==> src/rtl/tlb_repl_pkg.sv <==
// Shared types and constants for the TLB replacement-victim selector.
// The selection key is {valid, g, cnt}; the lowest key is the preferred victim.
package tlb_repl_pkg;

    localparam int KEY_EXTRA_W = 2;
    localparam int DEF_CNT_W   = 12;
    localparam int KEY_W       = DEF_CNT_W + KEY_EXTRA_W;

    typedef enum logic [1:0] {
        IDLE = 2'd0,
        CALC = 2'd1,
        HOLD = 2'd2
    } fsm_state_e;

    typedef struct packed {
        logic                 valid;
        logic                 g;
        logic [DEF_CNT_W-1:0] cnt;
    } key_t;

    function automatic int key_width(input int cnt_w);
        return cnt_w + KEY_EXTRA_W;
    endfunction

endpackage

==> src/rtl/victim_cmp_cell.sv <==
// One node of the victim comparator tree: passes on the unlocked input with the
// smaller key; input a wins ties, so wiring a to the lower-index side keeps index order.
module victim_cmp_cell #(
    parameter int ID_W  = 3,
    parameter int KEY_W = 14
) (
    input  logic [ID_W-1:0]  a_id,
    input  logic             a_lock,
    input  logic [KEY_W-1:0] a_key,
    input  logic [ID_W-1:0]  b_id,
    input  logic             b_lock,
    input  logic [KEY_W-1:0] b_key,
    output logic [ID_W-1:0]  win_id,
    output logic             win_lock,
    output logic [KEY_W-1:0] win_key
);

    logic take_b;

    always_comb begin
        take_b   = !b_lock && (a_lock || (b_key < a_key));
        win_id   = take_b ? b_id  : a_id;
        win_key  = take_b ? b_key : a_key;
        win_lock = a_lock & b_lock;
    end

endmodule

==> src/rtl/tlb_victim_sel.sv <==
// TLB replacement-victim selector: per-entry saturating access counters with
// global aging, snapshot on request, comparator-tree pick, valid/ready result hold.
module tlb_victim_sel
    import tlb_repl_pkg::*;
#(
    parameter  int ENTRIES = 8,
    parameter  int CNT_W   = 12,
    localparam int ID_W    = $clog2(ENTRIES)
) (
    input  logic               clk,
    input  logic               rst,
    input  logic [ENTRIES-1:0] entry_valid_i,
    input  logic [ENTRIES-1:0] entry_g_i,
    input  logic [ENTRIES-1:0] lock_i,
    input  logic [ENTRIES-1:0] hit_i,
    input  logic [ENTRIES-1:0] fill_i,
    input  logic               flush_i,
    input  logic               sel_req_i,
    output logic               sel_vld_o,
    input  logic               sel_rdy_i,
    output logic [ID_W-1:0]    sel_id_o,
    output logic               sel_none_o,
    output logic [1:0]         dbg_state
);

    // Handshake: the result is transferred in a cycle where sel_vld_o and
    // sel_rdy_i are both 1; while sel_vld_o is 1 the result does not change.

    localparam int              K_W      = key_width(CNT_W);
    localparam int              NODES    = 2 * ENTRIES - 1;
    localparam logic [CNT_W-1:0] CNT_MAX = {CNT_W{1'b1}};
    localparam logic [1:0]      ST_IDLE  = IDLE;
    localparam logic [1:0]      ST_CALC  = CALC;
    localparam logic [1:0]      ST_HOLD  = HOLD;

    logic [1:0]         state_q;
    logic [CNT_W-1:0]   cnt_q     [ENTRIES];
    logic [CNT_W-1:0]   cnt_nxt   [ENTRIES];
    logic               any_sat;
    logic [ENTRIES-1:0] snap_valid;
    logic [ENTRIES-1:0] snap_g;
    logic [ENTRIES-1:0] snap_lock;
    logic [CNT_W-1:0]   snap_cnt  [ENTRIES];

    logic [ID_W-1:0]    node_id   [NODES];
    logic               node_lock [NODES];
    logic [K_W-1:0]     node_key  [NODES];

    assign dbg_state = state_q;

    // Aging halves every counter before the hit increment, so a saturated
    // entry that hits lands at (MAX>>1)+1 and can never wrap.
    always_comb begin
        any_sat = 1'b0;
        for (int k = 0; k < ENTRIES; k++) begin
            if (hit_i[k] && (cnt_q[k] == CNT_MAX)) any_sat = 1'b1;
        end
        for (int k = 0; k < ENTRIES; k++) begin
            cnt_nxt[k] = cnt_q[k];
            if (flush_i) begin
                cnt_nxt[k] = '0;
            end else begin
                if (any_sat)   cnt_nxt[k] = cnt_q[k] >> 1;
                if (hit_i[k])  cnt_nxt[k] = cnt_nxt[k] + CNT_W'(1);
                if (fill_i[k]) cnt_nxt[k] = '0;
            end
        end
    end

    always_ff @(posedge clk) begin
        if (rst) begin
            for (int k = 0; k < ENTRIES; k++) cnt_q[k] <= '0;
        end else begin
            for (int k = 0; k < ENTRIES; k++) cnt_q[k] <= cnt_nxt[k];
        end
    end

    // Heap-ordered tree: node n has children 2n+1 (lower indices) and 2n+2.
    for (genvar i = 0; i < ENTRIES; i++) begin : g_leaf
        assign node_id[ENTRIES-1+i]   = ID_W'(i);
        assign node_lock[ENTRIES-1+i] = snap_lock[i];
        assign node_key[ENTRIES-1+i]  = {snap_valid[i], snap_g[i], snap_cnt[i]};
    end

    for (genvar n = 0; n < ENTRIES - 1; n++) begin : g_node
        victim_cmp_cell #(
            .ID_W  (ID_W),
            .KEY_W (K_W)
        ) u_cell (
            .a_id     (node_id[2*n+1]),
            .a_lock   (node_lock[2*n+1]),
            .a_key    (node_key[2*n+1]),
            .b_id     (node_id[2*n+2]),
            .b_lock   (node_lock[2*n+2]),
            .b_key    (node_key[2*n+2]),
            .win_id   (node_id[n]),
            .win_lock (node_lock[n]),
            .win_key  (node_key[n])
        );
    end

    always_ff @(posedge clk) begin
        if (rst) begin
            state_q    <= ST_IDLE;
            sel_vld_o  <= 1'b0;
            sel_id_o   <= '0;
            sel_none_o <= 1'b0;
            snap_valid <= '0;
            snap_g     <= '0;
            snap_lock  <= '0;
            for (int k = 0; k < ENTRIES; k++) snap_cnt[k] <= '0;
        end else begin
            case (state_q)
                ST_IDLE: begin
                    if (sel_req_i) begin
                        snap_valid <= entry_valid_i;
                        snap_g     <= entry_g_i;
                        snap_lock  <= lock_i;
                        for (int k = 0; k < ENTRIES; k++) snap_cnt[k] <= cnt_nxt[k];
                        state_q    <= ST_CALC;
                    end
                end
                ST_CALC: begin
                    sel_none_o <= node_lock[0];
                    sel_id_o   <= node_lock[0] ? '0 : node_id[0];
                    sel_vld_o  <= 1'b1;
                    state_q    <= ST_HOLD;
                end
                ST_HOLD: begin
                    if (sel_rdy_i) begin
                        sel_vld_o <= 1'b0;
                        state_q   <= ST_IDLE;
                    end
                end
                default: begin
                    sel_vld_o <= 1'b0;
                    state_q   <= ST_IDLE;
                end
            endcase
        end
    end

endmodule
==> config.mk <==
export PLATFORM = sky130hd
export DESIGN_NAME = tlb_victim_sel
export DESIGN_NICKNAME = d
export VERILOG_FILES = /design/src/rtl/tlb_repl_pkg.sv /design/src/rtl/victim_cmp_cell.sv /design/src/rtl/tlb_victim_sel.sv
export SDC_FILE = /design/constraint.sdc
export NUM_CORES = 1
export LEC_CHECK = 0
export CAP_MARGIN = 5
export CORE_MARGIN = 2
export CORE_UTILIZATION = 62
export CTS_CLUSTER_SIZE = 28
export DETAILED_ROUTE_END_ITERATION = 16
export GPL_ROUTABILITY_DRIVEN = 0
export PLACE_DENSITY_LB_ADDON = 0.05
export REMOVE_ABC_BUFFERS = 1
export SETUP_SLACK_MARGIN = 0.02
export SYNTH_ARGS = -nofsm -noshare
export SYNTH_HDL_FRONTEND = slang
export SYNTH_SLANG_ARGS = --single-unit
==> constraint.sdc <==
create_clock -name clk -period 7.9 [get_ports clk]
set_clock_uncertainty 0.2 [all_clocks]
set_input_delay 1.58 -clock clk [delete_from_list [all_inputs] [get_ports clk]]
set_output_delay 1.58 -clock clk [all_outputs]
set_load 0.02 [all_outputs]
==> flow_metrics.tcl, run 1 <==
set metrics [dict create \
    status "completed" \
    syn-instance-count 1593 \
    grt_pass1_wl_mm 55.4 \
    synthToLayoutAreaGrowth_pct 10.2 \
    core_area_um2 22000 \
    yosys.area.top_type "edfxtp_1" \
    grt_setup_unrepaired "false" \
    ys_warn_count 0 \
    fin_nets 1758 \
    h-tree-depth 1 \
    detail_route.wl_per_cell_um 18.0 \
    yosys.area.top_type_share 0.207 \
    layout_setup_ws_ps 968 \
    drive_above_1_share 0.0668 \
    path_buf_inv 2 \
    syn_area_per_cell_um2 8.74 \
    yosysSeqAreaShare 0.390 \
    die_h_um 154 \
    max_cap_violations 0 \
    vdd_drop_max_v 0.000148 \
    setup_viol 0 \
    ant_nets 0 \
    worst_path_largest_cell_delay_ps 650 \
    die_w_um 154 \
    tightestPinTransition_ps 1180 \
    portBuffers 51 \
    clock-sinks 223 \
    detail_route.first_pass.iterations 7 \
    hpwl_mm 24.8 \
    ioPinCount 52 \
    vias 11800 \
    synth_edf_count 96 \
    p_per_area_nw_per_um2 205 \
    syn_area_um2 13900 \
    synthArstFlopShare 0 \
    root_buffer "clkbuf_16" \
    cp.required_ps 8110 \
    rows 54 \
    slowest_stage "a2111oi_0" \
    worstSetupEndpointType "flop" \
    diodes 0 \
    drc 0 \
    finalCriticalPeriod_ps 6930 \
    final.setup.tns_ps 0 \
    track_usage 0.288 \
    cp-start-kind "flop" \
    synth.area.top_cells "edfxtp_1 (21%), dfxtp_1 (18%), ha_1 (8.9%), nand2_1 (6.6%), a21oi_1 (4.1%)" \
    numCtsBuffers 24 \
    ctsLongestPathBuffers 3 \
    grt_pass1_vias 11100 \
    fill_cells 1748 \
    vias_per_cell 6.15 \
    path_class "reg2reg" \
    insertion_delay_ps 520 \
    cp.arrival_ps 7140 \
    die-area_um2 23700 \
    synth.most_common_cell "nand2_1" \
    slew_viol_final 0 \
    dr.first_iter.drc_count 888 \
    start_util 0.634 \
    synth_ff_type "dfxtp_1" \
    post_cts_buffers 0 \
    slew_headroom 0.208 \
    post-place-ws_ps 1020 \
    cts_hold_buf 0 \
    p_leak_nw 5.77 \
    fin_util 0.699 \
    ys_ff_latch 223 \
    antenna_found_initial 0 \
    crit_fanout 26 \
    synth_cell_types 84 \
    synthTopCellsByCount "nand2_1 (243), nor2_1 (134), dfxtp_1 (127)" \
    cts_resized 0 \
    path_cells "inv_1 -> ha_1 -> nand4_1 -> a2111oi_0 -> a21oi_1 -> o21bai_1 -> buf_4 -> mux2i_1 -> ha_1 -> nor3_1 -> nor2_1 -> nand4_1 -> a31oi_1 -> nor2_1 -> nand2b_1 -> o21ai_0 -> ha_1 -> nand4_1 -> or2_2 -> or3_1 -> a32o_1 -> a21oi_1 -> mux2_2 -> a22o_1" \
    cts_tree "built" \
    path_clk_slew_ps 60 \
    grt-ovfl-total 0 \
    hold_viol 0 \
    max_freq_ghz 0.144 \
    worst_hold_path_type "reg2reg" \
    routed_wl_mm 34.4 \
    period_share 0.877 \
    grt_max_degree 63 \
    cpLargestDelayFamily "compound AO/OA/AOI/OAI gates" \
]
[sequential cells by signal (all words and copies together), names as in the netlist]
signal,flops
cnt_q,96
sel_id_o,3
snap_valid,8
sel_vld_o,1
snap_lock,8
dbg_state,2
snap_cnt,96
snap_g,8
sel_none_o,1
[path summary, 6_finish.rpt]
check        startpoint          end  slack [ps]  depth (start not counted)
max           snap_g[0]  sel_id_o[1]         970                         24
max reg2reg   snap_g[0]  sel_id_o[1]         970                         24
min reg2reg   snap_g[1]    snap_g[1]         280                          2
min           snap_g[1]    snap_g[1]         280                          2
[routing by layer]
| layer | global-route usage | part of all wire | wire, um | vias up |
|---|---|---|---|---|
| met5 | 0 | 0 | 0 | - |
| met4 | 0.0828 | 0.027 | 940 | 0 |
| met3 | 0.0392 | 0.060 | 2080 | 65 |
| met2 | 0.465 | 0.45 | 15300 | 345 |
| met1 | 0.408 | 0.47 | 16100 | 5566 |
| li1 | - | - | - | 5780 |
[metrics by stage]
stage	hold WS (ps)	power [mW]	instances	cell area, um2
after floorplan	240	1.86	1525	13600
after global placement	259	2.06	1868	14600
after detailed placement	269	2.08	1868	14600
after CTS	279	3.14	1912	15300
after global routing	291	3.29	1912	15300
final	277	3.14	1912	15300
[layout by cell type (no fill, tap or decap), drive strengths merged, types with 33 or more instances in the layout]
master           n
a211oi          33
a21oi          115
and2            55
clkbuf          34
clkdlybuf4s50   50
dfxtp          127
edfxtp          96
ha              99
inv             78
mux2i           49
nand2          247
nand3           53
nor2           135
nor3            58
o21ai           65
[power by group]
part           internal, mW  switching, mW  leakage [nW]
logic                 0.340          0.445          3.33
registers              1.25         0.0336          2.07
clock network         0.616          0.462         0.366
total                  2.20          0.940          5.77
[cell families (layout without fill, tap and decap cells)]
logic type / Yosys count / after routing / share of synthesized area
simple gates: 665 / 665 / 0.230
compound gates: 340 / 340 / 0.164
flops: 223 / 223 / 0.390
buf+inv: 146 / 185 / 0.0423
fa+ha+maj: 99 / 99 / 0.0890
mux: 76 / 76 / 0.0571
xor+xnor: 44 / 44 / 0.0277
[tightest hold or removal path, delay by kind of cell (launching register included)]
| kind | cells | cell delay [ps] |
|---|---|---|
| AOI/OAI and AO/OA | 1 | 50 |
| and+or+nand+nor | 1 | 60 |
| DFF | 1 | 320 |
[area by class of cell]
class | instances | area [um2] | share of cell area
well taps | 280 | 350 | 0.0228
clock inverters | 10 | 81.3 | 0.00530
flip-flops and latches | 223 | 5430 | 0.354
repair buffers | 63 | 608 | 0.0396
multi-input cells | 1224 | 7920 | 0.516
clock buffers | 34 | 659 | 0.0430
inverters | 78 | 293 | 0.0191
Note: power is estimated with default switching activity, not from simulation.
==> run 2: changes to the inputs <==
==> constraint.sdc (replaced) <==
create_clock -name clk -period 6.5 [get_ports clk]
set_clock_uncertainty 0.2 [all_clocks]
set_input_delay 1.3 -clock clk [delete_from_list [all_inputs] [get_ports clk]]
set_output_delay 1.3 -clock clk [all_outputs]
set_load 0.02 [all_outputs]
==> run 2 against run 1 <==
- sequential power grew 22%
- critical path depth grew 2
- setup slack lost 710 ps
- clock power grew 24%
- die area is the same
- combinational power grew 39%
- highest routed layer unchanged
- routed wire length grew 3.7%
- maximum frequency grew 11%
- largest power group unchanged
- flip-flop and latch count is the same
- worst hold slack gained 1.3 ps
==> flow_metrics.tcl, run 2 (synthesis results as in run 1) <==
set metrics [dict create \
    status "completed" \
    numCtsBuffers 24 \
    fin_nets 1782 \
    post-place-ws_ps -148 \
    path_common_cell "ha_1" \
    portBuffers 51 \
    hold_viol 0 \
    tightestPinTransition_ps 742 \
    root_buffer "clkbuf_16" \
    fill_cells 1722 \
    p_per_area_nw_per_um2 254 \
    p_leak_nw 5.91 \
    routed_wl_mm 35.7 \
    cp.arrival_ps 6450 \
    grt_pass1_wl_mm 56.9 \
    hpwl_mm 25.8 \
    layout.cells.most_common "nand2_1" \
    synthToLayoutAreaGrowth_pct 12.5 \
    max_cap_violations 0 \
    final_cell_mix "nand2_1 (241), nor2_1 (134), dfxtp_1 (127), a21oi_1 (112), ha_1 (99)" \
    total_power_mw 3.99 \
    worstSetupEndpointType "flop" \
    cp.required_ps 6710 \
    crit_fanout 10 \
    rows 54 \
    detail_route.first_pass.iterations 5 \
    cts_tree "built" \
    max_freq_ghz 0.160 \
    die-area_um2 23700 \
    period_share 0.960 \
    start_util 0.634 \
    track_usage 0.296 \
    finalCriticalPeriod_ps 6240 \
    vias_per_cell 6.23 \
    core_area_um2 22000 \
    vdd_drop_max_v 0.000214 \
    ctsLongestPathBuffers 3 \
    antenna_found_initial 1 \
    worst_path_largest_cell_delay_ps 370 \
    slew_headroom 0.505 \
    grt_max_degree 57 \
    ant_nets 0 \
    worst_hold_path_type "reg2reg" \
    die_h_um 154 \
    grt-ovfl-total 0 \
    setup_viol 0 \
    dr.first_iter.drc_count 902 \
    insertion_delay_ps 530 \
    cp-start-kind "flop" \
    vias 12100 \
    slew_viol_final 0 \
    path_class "reg2reg" \
    drive_above_1_share 0.0894 \
    ioPinCount 52 \
    grt_pass1_vias 11300 \
    path_clk_slew_ps 70 \
    die_w_um 154 \
    drc 0 \
    clock-sinks 223 \
    diodes 0 \
    detail_route.wl_per_cell_um 18.4 \
    slowest_stage "or3_1" \
    layout_setup_ws_ps 259 \
    largestRegisters "cnt_q x96, snap_cnt x96" \
    h-tree-depth 1 \
]
==> run 2: cell types whose count changed in the layout (fill, tap and decap cells not counted), sizes merged <==
cell / previous run / this run
clkinv: 9 / 4
buf: 13 / 36
clkbuf: 34 / 41
bufinv: 1 / 0
==> run 2: through the flow <==
step	setup TNS, ps	instance area [um2]	instances	hold WS, ps	utilization
finish	0	15700	1936	278	0.713
global route	-25.8	15700	1936	300	0.713
CTS	0	15500	1930	277	0.707
detailed placement	-148	14700	1886	264	0.672
global placement	0	14700	1886	256	0.672
floorplan	-194	13600	1525	240	-
==> run 2: power by group <==
| part | internal (mW) | switching, mW |
|---|---|---|
| combinational | 0.490 | 0.596 |
| clock | 0.780 | 0.561 |
| sequential | 1.52 | 0.0424 |
==> run 2: routing by layer <==
layer | wire length (um) | vias to the layer above | global-route usage
met5 | 0 | - | 0
met4 | 1140 | 0 | 0.0939
met3 | 2400 | 81 | 0.0431
met2 | 15800 | 454 | 0.473
met1 | 16300 | 5699 | 0.416
li1 | - | 5830 | -
==> run 2: final cells by class <==
type	count	area [um2]	share of cell area
Inverter	78	293	0.0187
Multi-Input combinational cell	1224	8020	0.512
Clock buffer	40	743	0.0475
Timing Repair Buffer	87	801	0.0511
Tap cell	280	350	0.0224
Clock inverter	4	30.0	0.00192
Sequential cell	223	5430	0.346
==> run 2: timing repair <==
action | in CTS | in global routing
endpoints found under the hold margin | 0 | 0
pin swaps | 0 | 8
gates resized for setup | 2 | 22
hold buffers | 0 | 0
setup endpoints to repair | 1 | 3
setup buffers | 0 | 6
==> run 2: worst max-delay path, delay by kind of cell, from the launching register on <==
family | cells | cell delay (ps)
fa+ha+maj | 3 | 920
flops | 1 | 360
buf+inv | 4 | 610
compound gates | 11 | 2310
mux | 2 | 650
simple gates | 6 | 1060
==> run 2: path summary, 6_finish.rpt <==
path | startpoint | end | slack, ps | cells after the start
setup / recovery | snap_g[4] | sel_id_o[1] | 260 | 26
hold / removal | snap_valid[3] | snap_valid[3] | 280 | 2
setup reg to reg | snap_g[4] | sel_id_o[1] | 260 | 26
hold reg to reg | snap_valid[3] | snap_valid[3] | 280 | 2
